### src/rtl/signed_seg7_display_pkg.sv
// Shared constants for the signed 7-segment display: segment codes, FSM encoding, digit count.
package signed_seg7_display_pkg;

  localparam int unsigned DIGITS = 4;

  // Active-low segment codes, bit order {g,f,e,d,c,b,a}
  localparam logic [6:0] SEG_0     = 7'b1000000;
  localparam logic [6:0] SEG_1     = 7'b1111001;
  localparam logic [6:0] SEG_2     = 7'b0100100;
  localparam logic [6:0] SEG_3     = 7'b0110000;
  localparam logic [6:0] SEG_4     = 7'b0011001;
  localparam logic [6:0] SEG_5     = 7'b0010010;
  localparam logic [6:0] SEG_6     = 7'b0000010;
  localparam logic [6:0] SEG_7     = 7'b1111000;
  localparam logic [6:0] SEG_8     = 7'b0000000;
  localparam logic [6:0] SEG_9     = 7'b0010000;
  localparam logic [6:0] SEG_DASH  = 7'b0111111;
  localparam logic [6:0] SEG_BLANK = 7'b1111111;

  typedef enum logic [1:0] {
    IDLE    = 2'd0,
    CONVERT = 2'd1,
    UPDATE  = 2'd2
  } state_e;

  // Double-dabble correction: add 3 to every BCD nibble that is 5 or more
  function automatic logic [11:0] dd_adjust(input logic [11:0] b);
    logic [11:0] r;
    r = b;
    for (int i = 0; i < 3; i++) begin
      if (b[4*i +: 4] >= 4'd5) r[4*i +: 4] = b[4*i +: 4] + 4'd3;
    end
    return r;
  endfunction

endpackage

### src/rtl/seg7_digit_decode.sv
// Combinational BCD digit to active-low 7-segment decoder with dash/blank overrides.
module seg7_digit_decode
  import signed_seg7_display_pkg::*;
(
  input  logic [3:0] bcd,
  input  logic       blank,
  input  logic       dash,
  output logic [6:0] seg
);

  // Dash wins over blank so overflow always shows "----"
  always_comb begin
    seg = SEG_BLANK;
    if (dash) begin
      seg = SEG_DASH;
    end else if (!blank) begin
      case (bcd)
        4'd0:    seg = SEG_0;
        4'd1:    seg = SEG_1;
        4'd2:    seg = SEG_2;
        4'd3:    seg = SEG_3;
        4'd4:    seg = SEG_4;
        4'd5:    seg = SEG_5;
        4'd6:    seg = SEG_6;
        4'd7:    seg = SEG_7;
        4'd8:    seg = SEG_8;
        4'd9:    seg = SEG_9;
        default: seg = SEG_BLANK;
      endcase
    end
  end

endmodule

### src/rtl/signed_seg7_display.sv
// Signed 8-bit value to 4-digit multiplexed common-anode display:
// handshake capture, sequential double-dabble conversion, digit scan.
module signed_seg7_display
  import signed_seg7_display_pkg::*;
#(
  parameter int unsigned REFRESH_DIV = 100000
) (
  input  logic       clk,
  input  logic       rst_n,
  input  logic       in_valid,
  output logic       in_ready,
  input  logic [7:0] value,
  input  logic       ovfl,
  output logic [6:0] seg,
  output logic       dp,
  output logic [3:0] an,
  output logic       busy
);

  localparam int unsigned DivW = (REFRESH_DIV > 1) ? $clog2(REFRESH_DIV) : 1;
  localparam logic [DivW-1:0] DivLast = DivW'(REFRESH_DIV - 1);

  state_e      state_q;
  logic [2:0]  cnt_q;
  logic [7:0]  mag_q;
  logic [11:0] bcd_q;
  logic        neg_q, ovf_q;
  logic [11:0] disp_bcd_q;
  logic        disp_neg_q, disp_ovf_q;
  logic [DivW-1:0] div_q;
  logic [1:0]  idx_q;
  logic [DIGITS-1:0] an_q;
  logic [6:0]  seg_q;

  logic [11:0] bcd_adj;
  logic        unused_adj_msb;
  logic [3:0]  dig_bcd;
  logic        dig_blank, dig_dash;
  logic [6:0]  dig_seg;

  assign bcd_adj        = dd_adjust(bcd_q);
  // Hundreds never exceeds 1, so the adjusted top bit is shifted out unused
  assign unused_adj_msb = bcd_adj[11];

  assign in_ready = (state_q == IDLE);
  assign busy     = (state_q == CONVERT) || (state_q == UPDATE);
  assign dp       = 1'b1;
  assign an       = an_q;
  assign seg      = seg_q;

  // Capture, convert over 8 shift cycles, then publish to the display registers
  always_ff @(posedge clk or negedge rst_n) begin
    if (!rst_n) begin
      state_q    <= IDLE;
      cnt_q      <= '0;
      mag_q      <= '0;
      bcd_q      <= '0;
      neg_q      <= 1'b0;
      ovf_q      <= 1'b0;
      disp_bcd_q <= '0;
      disp_neg_q <= 1'b0;
      disp_ovf_q <= 1'b0;
    end else begin
      case (state_q)
        IDLE: begin
          if (in_valid) begin
            neg_q   <= value[7];
            ovf_q   <= ovfl;
            // -128 negates to 8'h80, which is the correct unsigned magnitude 128
            mag_q   <= value[7] ? (~value + 8'd1) : value;
            bcd_q   <= '0;
            cnt_q   <= '0;
            state_q <= CONVERT;
          end
        end
        CONVERT: begin
          {bcd_q, mag_q} <= {bcd_adj[10:0], mag_q, 1'b0};
          cnt_q          <= cnt_q + 3'd1;
          if (cnt_q == 3'd7) state_q <= UPDATE;
        end
        UPDATE: begin
          disp_bcd_q <= bcd_q;
          disp_neg_q <= neg_q;
          disp_ovf_q <= ovf_q;
          state_q    <= IDLE;
        end
        default: state_q <= IDLE;
      endcase
    end
  end

  // Refresh divider and digit index; runs independently of the FSM
  always_ff @(posedge clk or negedge rst_n) begin
    if (!rst_n) begin
      div_q <= '0;
      idx_q <= '0;
    end else if (div_q == DivLast) begin
      div_q <= '0;
      idx_q <= idx_q + 2'd1;
    end else begin
      div_q <= div_q + DivW'(1);
    end
  end

  // Select content and blanking for the digit currently being scanned
  always_comb begin
    dig_bcd   = disp_bcd_q[3:0];
    dig_blank = 1'b0;
    dig_dash  = disp_ovf_q;
    case (idx_q)
      2'd0: dig_bcd = disp_bcd_q[3:0];
      2'd1: begin
        dig_bcd   = disp_bcd_q[7:4];
        dig_blank = (disp_bcd_q[11:8] == 4'd0) && (disp_bcd_q[7:4] == 4'd0);
      end
      2'd2: begin
        dig_bcd   = disp_bcd_q[11:8];
        dig_blank = (disp_bcd_q[11:8] == 4'd0);
      end
      default: begin
        dig_blank = !disp_neg_q;
        dig_dash  = disp_neg_q || disp_ovf_q;
      end
    endcase
  end

  seg7_digit_decode u_decode (
    .bcd   (dig_bcd),
    .blank (dig_blank),
    .dash  (dig_dash),
    .seg   (dig_seg)
  );

  // Register anode and segments together so they never disagree on a digit
  always_ff @(posedge clk or negedge rst_n) begin
    if (!rst_n) begin
      an_q  <= '1;
      seg_q <= SEG_BLANK;
    end else begin
      an_q  <= ~(DIGITS'(1) << idx_q);
      seg_q <= dig_seg;
    end
  end

endmodule

### config.mk
export PLATFORM = sky130hd
export DESIGN_NAME = signed_seg7_display
export DESIGN_NICKNAME = d
export VERILOG_FILES = /design/src/rtl/signed_seg7_display_pkg.sv /design/src/rtl/seg7_digit_decode.sv /design/src/rtl/signed_seg7_display.sv
export SDC_FILE = /design/constraint.sdc
export NUM_CORES = 1
export LEC_CHECK = 0
export CORE_AREA = 2 2 86 88
export CTS_CLUSTER_DIAMETER = 80
export DETAILED_ROUTE_END_ITERATION = 16
export DIE_AREA = 0 0 88 90
export PLACE_DENSITY = 0.75
export SETUP_SLACK_MARGIN = 0.2
export SYNTH_ARGS = -nofsm -noshare
export SYNTH_HDL_FRONTEND = slang
export SYNTH_SLANG_ARGS = --single-unit
export TNS_END_PERCENT = 5
### constraint.sdc
create_clock -name clk -period 1.85 [get_ports clk]
set_input_delay 0.2775 -clock clk [delete_from_list [all_inputs] [get_ports clk]]
set_output_delay 0.2775 -clock clk [all_outputs]
set_load 0.01 [all_outputs]
# --- Word level (Yosys, flattened, before mapping) ---
# Memories as Yosys holds them, arrays and structs flattened.
# Index checks and enable logic that the tools add are counted.
classes:
  add_sub_neg: 7
  multipliers: 0
  div: 0
  magnitude_cmp: 3
  n_eq_ne: 8
  shifts: 1
  muxes: 19
  n_bitwise: 2
  n_reduce_logical: 13
ops:
  columns: ["operator", "count"]
  rows:
  - ["12-bit case mux with 2 select lines", 1]
  - ["17-bit by 1-bit adder with 17-bit output, second input constant", 1]
  - ["17-bit equality test, second input constant", 1]
  - ["17-bit 2-to-1 mux", 1]
  - ["8-bit 2-to-1 mux", 2]
  - ["8-bit case mux with 2 select lines", 1]
  - ["7-bit 2-to-1 mux", 2]
  - ["4-bit by 3-bit >= comparator with 1-bit output, second input constant", 3]
  - ["12-bit 2-to-1 mux", 1]
  - ["4-bit by 2-bit adder with 4-bit output, second input constant", 2]
  - ["8-bit by 1-bit adder with 8-bit output, second input constant", 1]
  - ["4-bit zero test", 2]
  - ["4-bit 2-to-1 mux", 2]
  - ["8-bit inverter", 1]
  - ["4-bit case mux with 2 select lines", 1]
  - ["3-bit 2-to-1 mux", 2]
  - ["3-bit case mux with 2 select lines", 1]
  - ["2-bit AND reduction", 3]
  - ["2-bit by 1-bit equality test with 1-bit output, second input constant", 2]
  - ["2-bit equality test, second input constant", 2]
  - ["2-bit zero test", 2]
  - ["2-bit 2-to-1 mux", 2]
  - ["4-bit inverter", 1]
  - ["2-bit case mux with 2 select lines", 1]
  - ["14 further kinds", 15]
word_totals:
  reg_bits: 71
  latchBits: 0
  mem_bits_rw: 0
  mem_bits_ro: 112
  inputBits: 12
  output_inout_bits: 14
  elab_cells: 67
  mem_count: 1
mem_list:
  columns: ["memory", "words", "width", "rd", "rd_ports_with_merged_regs", "wr", "line_no", "text"]
  rows:
  - ["(no name shown)", 16, 7, 1, 0, 0, "seg7_digit_decode.sv:17", "case (bcd)"]

# --- Logic depth before layout (Yosys ltp) ---
# Gate-level depths: netlist of the first run.
depth:
  word_depth: 5
  ltp_mapped: 9
  depth_no_buf: 9

# --- Cells and area by module ---
# From an unflattened synthesis of the first run, not the netlist that was laid out.
hier_totals:
  hier_cells: 334
  hier_area_um2: 3619.7
modules_own_cells:
  columns: ["module", "n_inst", "cells_each", "area_each_um2", "seq_area_each_um2"]
  rows:
  - ["signed_seg7_display", 1, 304, 3388.2, 1790.5]
  - ["seg7_digit_decode", 1, 30, 231.5, 0.0]

# --- Worst setup path after synthesis of the first run ---
# OpenSTA, ideal clock, no wires.
synth_timing:
  path_type: "reg-to-reg"
  startpoint: "register idx_q[0]"
  endpoint: "register seg_q[6] (netlist: seg[6])"
  setup_time_ns: 0.086
  arrival_time_ns: 1.887
  required_ns: 1.764
  setup_slack_ns: -0.124
  stages_incl_launch_ff: 10
  n_path_buf: 1
  synth_period_minus_slack_ns: 1.974
  cell_sequence: "dfrtp_1 -> inv_1 -> ha_1 -> buf_4 -> mux2i_4 -> inv_1 -> ha_1 -> mux2_2 -> nor2_1 -> o41ai_2"
synth_via:
  elab_chain_cells: 5
  elab_cells_between_ends: 10
  classes_between: "2 x eq/ne; 5 x mux; 2 x reduce/logical; 1 x memory"
synth_rtl:
  columns: ["element", "line_no", "text"]
  rows:
  - ["start: declaration", "signed_seg7_display.sv:31", "logic [1:0] idx_q;"]
  - ["start signal: assignment", "signed_seg7_display.sv:99", "idx_q <= idx_q + 2'd1;"]
  - ["2-bit equality test / 2-bit by 1-bit equality test with 1-bit output (equally long branches)", "signed_seg7_display.sv:110", "case (idx_q)"]
  - ["4-bit case mux with 2 select lines", "signed_seg7_display.sv:110", null]
  - ["memory 16 x 7 bit", null, null]
  - ["7-bit 2-to-1 mux", "seg7_digit_decode.sv:16", "end else if (!blank) begin"]
  - ["7-bit 2-to-1 mux (*)", "seg7_digit_decode.sv:14", "if (dash) begin"]
  - ["via dig_seg[6]", "signed_seg7_display.sv:39", "logic [6:0] dig_seg;"]
  - ["end signal: assignment", "signed_seg7_display.sv:141", "seg_q <= dig_seg;"]
  - ["end: declaration", "signed_seg7_display.sv:33", "logic [6:0] seg_q;"]
# Mark *: on every way through the listed nets, which the timed path passes. The rest lies on a longest branch.
# A chain may end at the register's enable or synchronous reset.

# --- Worst setup path in the final report of the first run ---
# Ends and elaborated chain as after synthesis.

==> run metrics, run 1 <==
clock latency at the later pin of the worst-skew pair=0.35 ns; first-pass GRT wire length=11300 um; # fillers=~550; multi-input combinational cell area=1870 um2; fraction of registers with async set or reset after synthesis=100%; M2 GR Usage=approximately 28%; Final Hold Viols=0; max_cap viols=0; grt peak-use layer=met2; top cell type's share of synthesized area=41.2%; Tmin final=1.89 ns; global route overflow=0; Worst Setup End Kind=flip-flop; synth unique cells=50; failing checks=setup timing; Reg area=1790 um2; Setup-failing EPs final=1; die boundary width=roughly 88 um; RSZ-0062 raised after global routing=yes; post-synthesis sequential area ratio=approximately half; number of synthesized flops with an enable pin=0; Inst Count DP=roughly 470; Mapped Cells=344; CTS Sinks=approximately 70; Final GP Congestion=slightly above 0.8; ANT cells=0; FMAX=between 500 and 600 MHz; setup_tns=-0.0394 ns; GRT Util Overall=between 10% and 20%; Max rail drop VDD=approximately 0.76 mV; Hold Slack=roughly 0.48 ns; final total power=5.12 mW; synthesized netlist net count=around 380; Residual DRC=0; final antenna-violating net count=0; DP Area=between 4000 and 5000 um2; HP Class=input port to asynchronous set/reset pin; vias in the first global route=between 2000 and 3000; Netlist Area Pre-Place=3640 um2; Final Cell Area=roughly 4500 um2; grt met3 use=around 4.1%; Routed WL=6950 um; antenna violations before repair=0; die height=90 um; grt met1 use=between 20% and 30%; fin nets=around 420; post-route clock period utilization=102%; Routed WL per cell=approximately 14 um; critical path arrival=between 2 and 2.5 ns; routed vias/inst=about 5.2; DIE AREA=just under 8000 um2; status=finished, violations left; Yosys top cell by area=dfrtp_1; Starting Density=roughly half; CTS Root Cell=clkbuf_8; slowest stage cell, crit path=dfrtp_2; final cell count without fillers=493; max incr delay on CP=between 0.4 and 0.5 ns; clk buf depth=2; top cells by area, synth=dfrtp_1 41%, dfstp_2 7.9%, ha_1 7.2%; via count=2561; Ys Warns=0; DRT Pass-1 Iters=5; Port-buffer cells=24; Yosys reg bits=slightly above 70; CTS tree=yes; CTS H-tree depth=3; initial detailed-routing violation count=between 100 and 150; Core Footprint=roughly 7000 um2; CP Max Fanout=7; CP Cell Sequence=inv_2 -> ha_4 -> mux2i_2 -> buf_4 -> mux2_2 -> nor2_2 -> o41ai_2; leakage power=1.98 nW; crit path launch type=flip-flop; Most used DFF post-synth=dfrtp_1; PD cells=1150 nW/um2; DP Wirelength=around 4600 um; CTS buffer count=9; type of the worst setup path=flip-flop to flip-flop; max-slew violations=0; Clock transition at path regs=0.08 ns; Avg Cell Area, Syn=roughly 11 um2; setup ws final=-0.0394 ns; clock skew=~0.0099 ns; largest net degree at the start of global routing=approximately 70; IO Count=26; # rows=31; WP data required=2.13 ns; Layout area overhead=22.5%; share of cells above drive strength 1=28.9%
## critical path: cells and delay by family (launching register included)
family          cells  cell delay [ns]
buf+inv             2             0.27
compound gates      1             0.06
simple gates        1             0.10
fa+ha+maj           1             0.37
mux                 2             0.62
flops               1             0.41
## per-layer routing
metal | up-vias | share of wire (%)
met4 | 0 | 1.5
met1 | 1255 | 45
met3 | 11 | 3.3
met5 | - | 0
met2 | 35 | 50
li1 | 1260 | -
## power by group
part	internal [mW]	switching [mW]	leakage [nW]	total, mW
Combinational	0.852	1.01	0.996	1.86
Clock	0.479	0.575	0.0781	1.05
Sequential	1.94	0.262	0.908	2.21
Total	3.27	1.84	1.98	5.12
## final cells by class
cell class	count	area share (%)
well taps	99	2.78
multi-input cells	238	41.8
inverters	22	1.85
flip-flops and latches	71	40.2
clock inverters	6	0.841
clock buffers	10	2.86
repair buffers	47	9.67
## what timing repair did
item	CTS	global route
endpoints found under the hold margin	60	0
setup buffers	0	3
resized for setup	18	44
pin swaps	4	15
setup endpoints to repair	28	32
gates cloned	0	1
hold buffers	1	0
## Yosys cell counts, types with 6 or more instances
cell type and instances:
ha_1 21, nand3_1 10, a21oi_1 16, clkbuf_1 6, o21ai_0 23, xnor2_1 16, dfrtp_1 60, nand2_1 34
mux2_2 18, dfstp_2 11, nor2_1 28, inv_1 22, xor2_1 10
## metrics by stage
stage | setup slack (ns) | utilization (%)
after floorplan | -0.0356 | -
after global placement | -0.0918 | 58.6
after detailed placement | -0.181 | 58.6
after CTS | -0.0385 | 61.0
after global routing | -0.114 | 63.6
final | -0.0394 | 63.6
## logic make-up after synthesis
logic type | after synthesis | synth area share [%]
AND/OR/NAND/NOR | 106 | 14.8
flip-flops | 71 | 49.1
AO/OA/AOI/OAI | 60 | 10.7
buffers and inverters | 35 | 4.22
XOR/XNOR | 26 | 6.25
multiplexers | 24 | 7.55
adder cells (fa/ha/maj) | 21 | 7.21
other | 1 | 0.103
## layout by cell type, fill, tap and decap left out, drive strengths merged, types with 2 or more instances in the layout
master | synthesis | layout
a21oi | 18 | 18
a22o | 4 | 4
a22oi | 2 | 2
and3 | 3 | 3
buf | 7 | 22
clkbuf | 6 | 11
clkdlybuf4s50 | 0 | 10
clkinv | 0 | 3
clkinvlp | 0 | 3
dfrtp | 60 | 60
dfstp | 11 | 11
dlygate4sd2 | 0 | 12
ha | 21 | 21
inv | 22 | 22
mux2 | 18 | 18
mux2i | 6 | 6
nand2 | 34 | 34
nand2b | 5 | 5
nand3 | 10 | 10
nand4 | 4 | 4
nor2 | 28 | 28
nor2b | 3 | 3
nor3 | 5 | 5
nor4 | 4 | 4
nor4b | 3 | 3
o21ai | 23 | 23
o31ai | 5 | 5
o41ai | 2 | 2
or2 | 2 | 2
xnor2 | 16 | 16
xor2 | 10 | 10
## sequential cells by signal (all words and copies together), names as in the netlist
register,cells
mag_q,8
cnt_q,3
ovf_q,1
disp_neg_q,1
seg,7
div_q,17
disp_ovf_q,1
bcd_q,12
idx_q,2
disp_bcd_q,12
neg_q,1
an,4
state_q,2
## path summary, 6_finish.rpt
kind,from,to,slack (ns),cells after the start
worst min register to register,mag_q[1],mag_q[1],0.50,2
worst max-delay path,idx_q[0],seg[6],-0.04,7
max in group asynchronous,rst_n,an[0],1.05,3
worst min-delay path,rst_n,state_q[0],0.48,3
worst max register to register,idx_q[0],seg[6],-0.04,7
min in group clk,mag_q[1],mag_q[1],0.50,2
Power figures use the tool's default switching activity.
==> inputs of run 2 (changes only) <==
--- a/config.mk
+++ b/config.mk
@@ -5,11 +5,12 @@
 export SDC_FILE = /design/constraint.sdc
 export NUM_CORES = 1
 export LEC_CHECK = 0
-export CORE_AREA = 2 2 86 88
+export ABC_CLOCK_PERIOD_IN_PS = 2000
+export CORE_AREA = 2 2 82 84
 export CTS_CLUSTER_DIAMETER = 80
 export DETAILED_ROUTE_END_ITERATION = 16
-export DIE_AREA = 0 0 88 90
-export PLACE_DENSITY = 0.75
+export DIE_AREA = 0 0 84 86
+export PLACE_DENSITY = 0.78
 export SETUP_SLACK_MARGIN = 0.2
 export SYNTH_ARGS = -nofsm -noshare
 export SYNTH_HDL_FRONTEND = slang
==> constraint.sdc (replaced) <==
create_clock -name clk -period 2 [get_ports clk]
set_input_delay 0.3 -clock clk [delete_from_list [all_inputs] [get_ports clk]]
set_output_delay 0.3 -clock clk [all_outputs]
set_load 0.01 [all_outputs]
==> run metrics, run 2 (same netlist as run 1, synthesis figures left out) <==
status=finished, final reports clean (was finished, violations left); type of the worst setup path=flip-flop to flip-flop (unchanged); Starting Density=58.0% (was 51.9%); most frequent cells in the layout=60 x dfrtp_1, 34 x nand2_1, 27 x nor2_1 (was 58 x dfrtp_1, 33 x nand2_1, 19 x o21ai_0); DP Wirelength=4580 um (was 4630 um); Setup-failing EPs final=0 (was 1); GRT Util Overall=20.2% (was 18.2%); Routed WL per cell=14.6 um (was 14.1 um); first-pass GRT wire length=11400 um (was 11300 um); slowest stage cell, crit path=dfrtp_1 (was dfrtp_2); PD cells=1160 nW/um2 (was 1150 nW/um2); CTS buffer count=9 (unchanged); clk buf depth=2 (unchanged); final antenna-violating net count=0 (unchanged); # fillers=467 (was 545); CTS Sinks=71 (unchanged); Residual DRC=0 (unchanged); largest net degree at the start of global routing=72 (unchanged); Largest regs=div_q (17), bcd_q (12), disp_bcd_q (12) (unchanged); via count=2556 (was 2561); Core Footprint=6280 um2 (was 7020 um2); max reg flops=17 (unchanged); Routed WL=6740 um (was 6950 um); RSZ-0062 raised after global routing=yes (unchanged); Layout area overhead=18.3% (was 22.5%); # rows=29 (was 31); Port-buffer cells=24 (unchanged); WP data required=2.28 ns (was 2.13 ns); fin nets=413 (was 422); max incr delay on CP=0.42 ns (was 0.41 ns); DRT Pass-1 Iters=4 (was 5); post-route clock period utilization=95.6% (was 102%); max-slew violations=0 (unchanged); die boundary width=84 um (was 88 um); IO Count=26 (unchanged); FMAX=523 MHz (was 529 MHz); Buf/Inv on CP=2 (unchanged); ANT cells=0 (unchanged); Clock transition at path regs=0.08 ns (about the same); clock latency at the later pin of the worst-skew pair=0.35 ns (about the same); setup ws final=0.0876 ns (was -0.0394 ns); DIE AREA=7220 um2 (was 7920 um2); Tmin final=1.91 ns (was 1.89 ns); Setup WS pre-CTS=-0.0426 ns (was -0.181 ns); initial detailed-routing violation count=183 (was 144); clock skew=0.00979 ns (was 0.00991 ns); Biggest register=div_q (unchanged); Final GP Congestion=0.861 (was 0.825); CP delay by family, top=multiplexers (unchanged); HP Class=flip-flop to flip-flop (was input port to asynchronous set/reset pin); CTS Root Cell=clkbuf_8 (unchanged); Worst Setup End Kind=flip-flop (unchanged); routed vias/inst=5.53 (was 5.19); global route overflow=0 (unchanged); antenna violations before repair=0 (unchanged); CTS H-tree depth=3 (unchanged); vias in the first global route=2501 (was 2500); CP Max Fanout=5 (was 7); share of cells above drive strength 1=20.5% (was 28.9%); crit path launch type=flip-flop (unchanged); CTS tree=yes (unchanged); Max rail drop VDD=0.836 mV (was 0.762 mV); post-layout util=68.6% (was 63.6%); die height=86 um (was 90 um); CP Cell Sequence=inv_2 -> ha_4 -> a22o_1 -> mux2i_4 -> inv_1 -> ha_2 -> mux2_2 -> nor2_4 -> o41ai_2 (was inv_2 -> ha_4 -> mux2i_2 -> buf_4 -> mux2_2 -> nor2_2 -> o41ai_2); max_cap viols=0 (unchanged); critical path arrival=2.19 ns (was 2.16 ns); commonest non-fill, non-tap cell in the layout=dfrtp_1 (unchanged); leakage power=1.97 nW (was 1.98 nW); setup_tns=0 ns (was -0.0394 ns); Final Hold Viols=0 (unchanged)
run 2: where the power goes:
part / switching, mW / internal (mW) / total (mW)
clock network: 0.541 / 0.732 / 1.27
registers: 0.235 / 1.80 / 2.03
logic: 0.904 / 0.775 / 1.68
run 2: path summary, 6_finish.rpt:
check                          from             to  slack [ns]  depth (start not counted)
hold / removal             div_q[0]       div_q[0]        0.48                          1
setup / recovery           idx_q[0]         seg[6]        0.09                          9
min in group asynchronous     rst_n       idx_q[0]        0.49                          3
max in group asynchronous     rst_n  disp_bcd_q[8]        1.19                          3
hold reg to reg            div_q[0]       div_q[0]        0.48                          1
setup reg to reg           idx_q[0]         seg[6]        0.09                          9
run 2: per-layer routing:
layer  share of wire [%]  GRT usage (%)
met5                   0              0
met4                 2.3           11.1
met3                 1.9           3.85
met2                  49           33.9
met1                  46           24.8
run 2: area by class of cell:
type	instances	area (um2)	area share, %
sequential	71	1790	41.6
inverter	22	82.6	1.92
clock inverter	6	83.8	1.95
timing repair buffer	38	369	8.57
tap	77	96.3	2.24
clock buffer	10	138	3.19
multi-input combinational	238	1750	40.6
run 2: through the flow:
step	hold WS [ns]	power, mW	cells	instance area [um2]
3_5_place_dp	0.356	3.72	442	4020
2_1_floorplan	0.00441	3.14	344	3670
4_1_cts	0.490	5.00	460	4270
3_3_place_gp	0.353	3.63	442	4020
6_report	0.484	4.98	462	4310
5_1_grt	0.510	5.33	462	4310
run 2: worst reg2reg max path: cells and delay by family (launching register included):
kind | cells | cell delay (ns)
and+or+nand+nor | 1 | 0.11
DFF | 1 | 0.42
adders and majority gates | 2 | 0.37
buffers and inverters | 2 | 0.17
muxes | 2 | 0.44
AOI/OAI and AO/OA | 2 | 0.32
run 2: timing repair:
item | in CTS | in global routing
endpoints found under the setup margin | 10 | 23
gates resized for setup | 2 | 7
hold buffers | 1 | 0
endpoints found under the hold margin | 60 | 0
buffers inserted | 1 | 2
pin swaps | 0 | 2
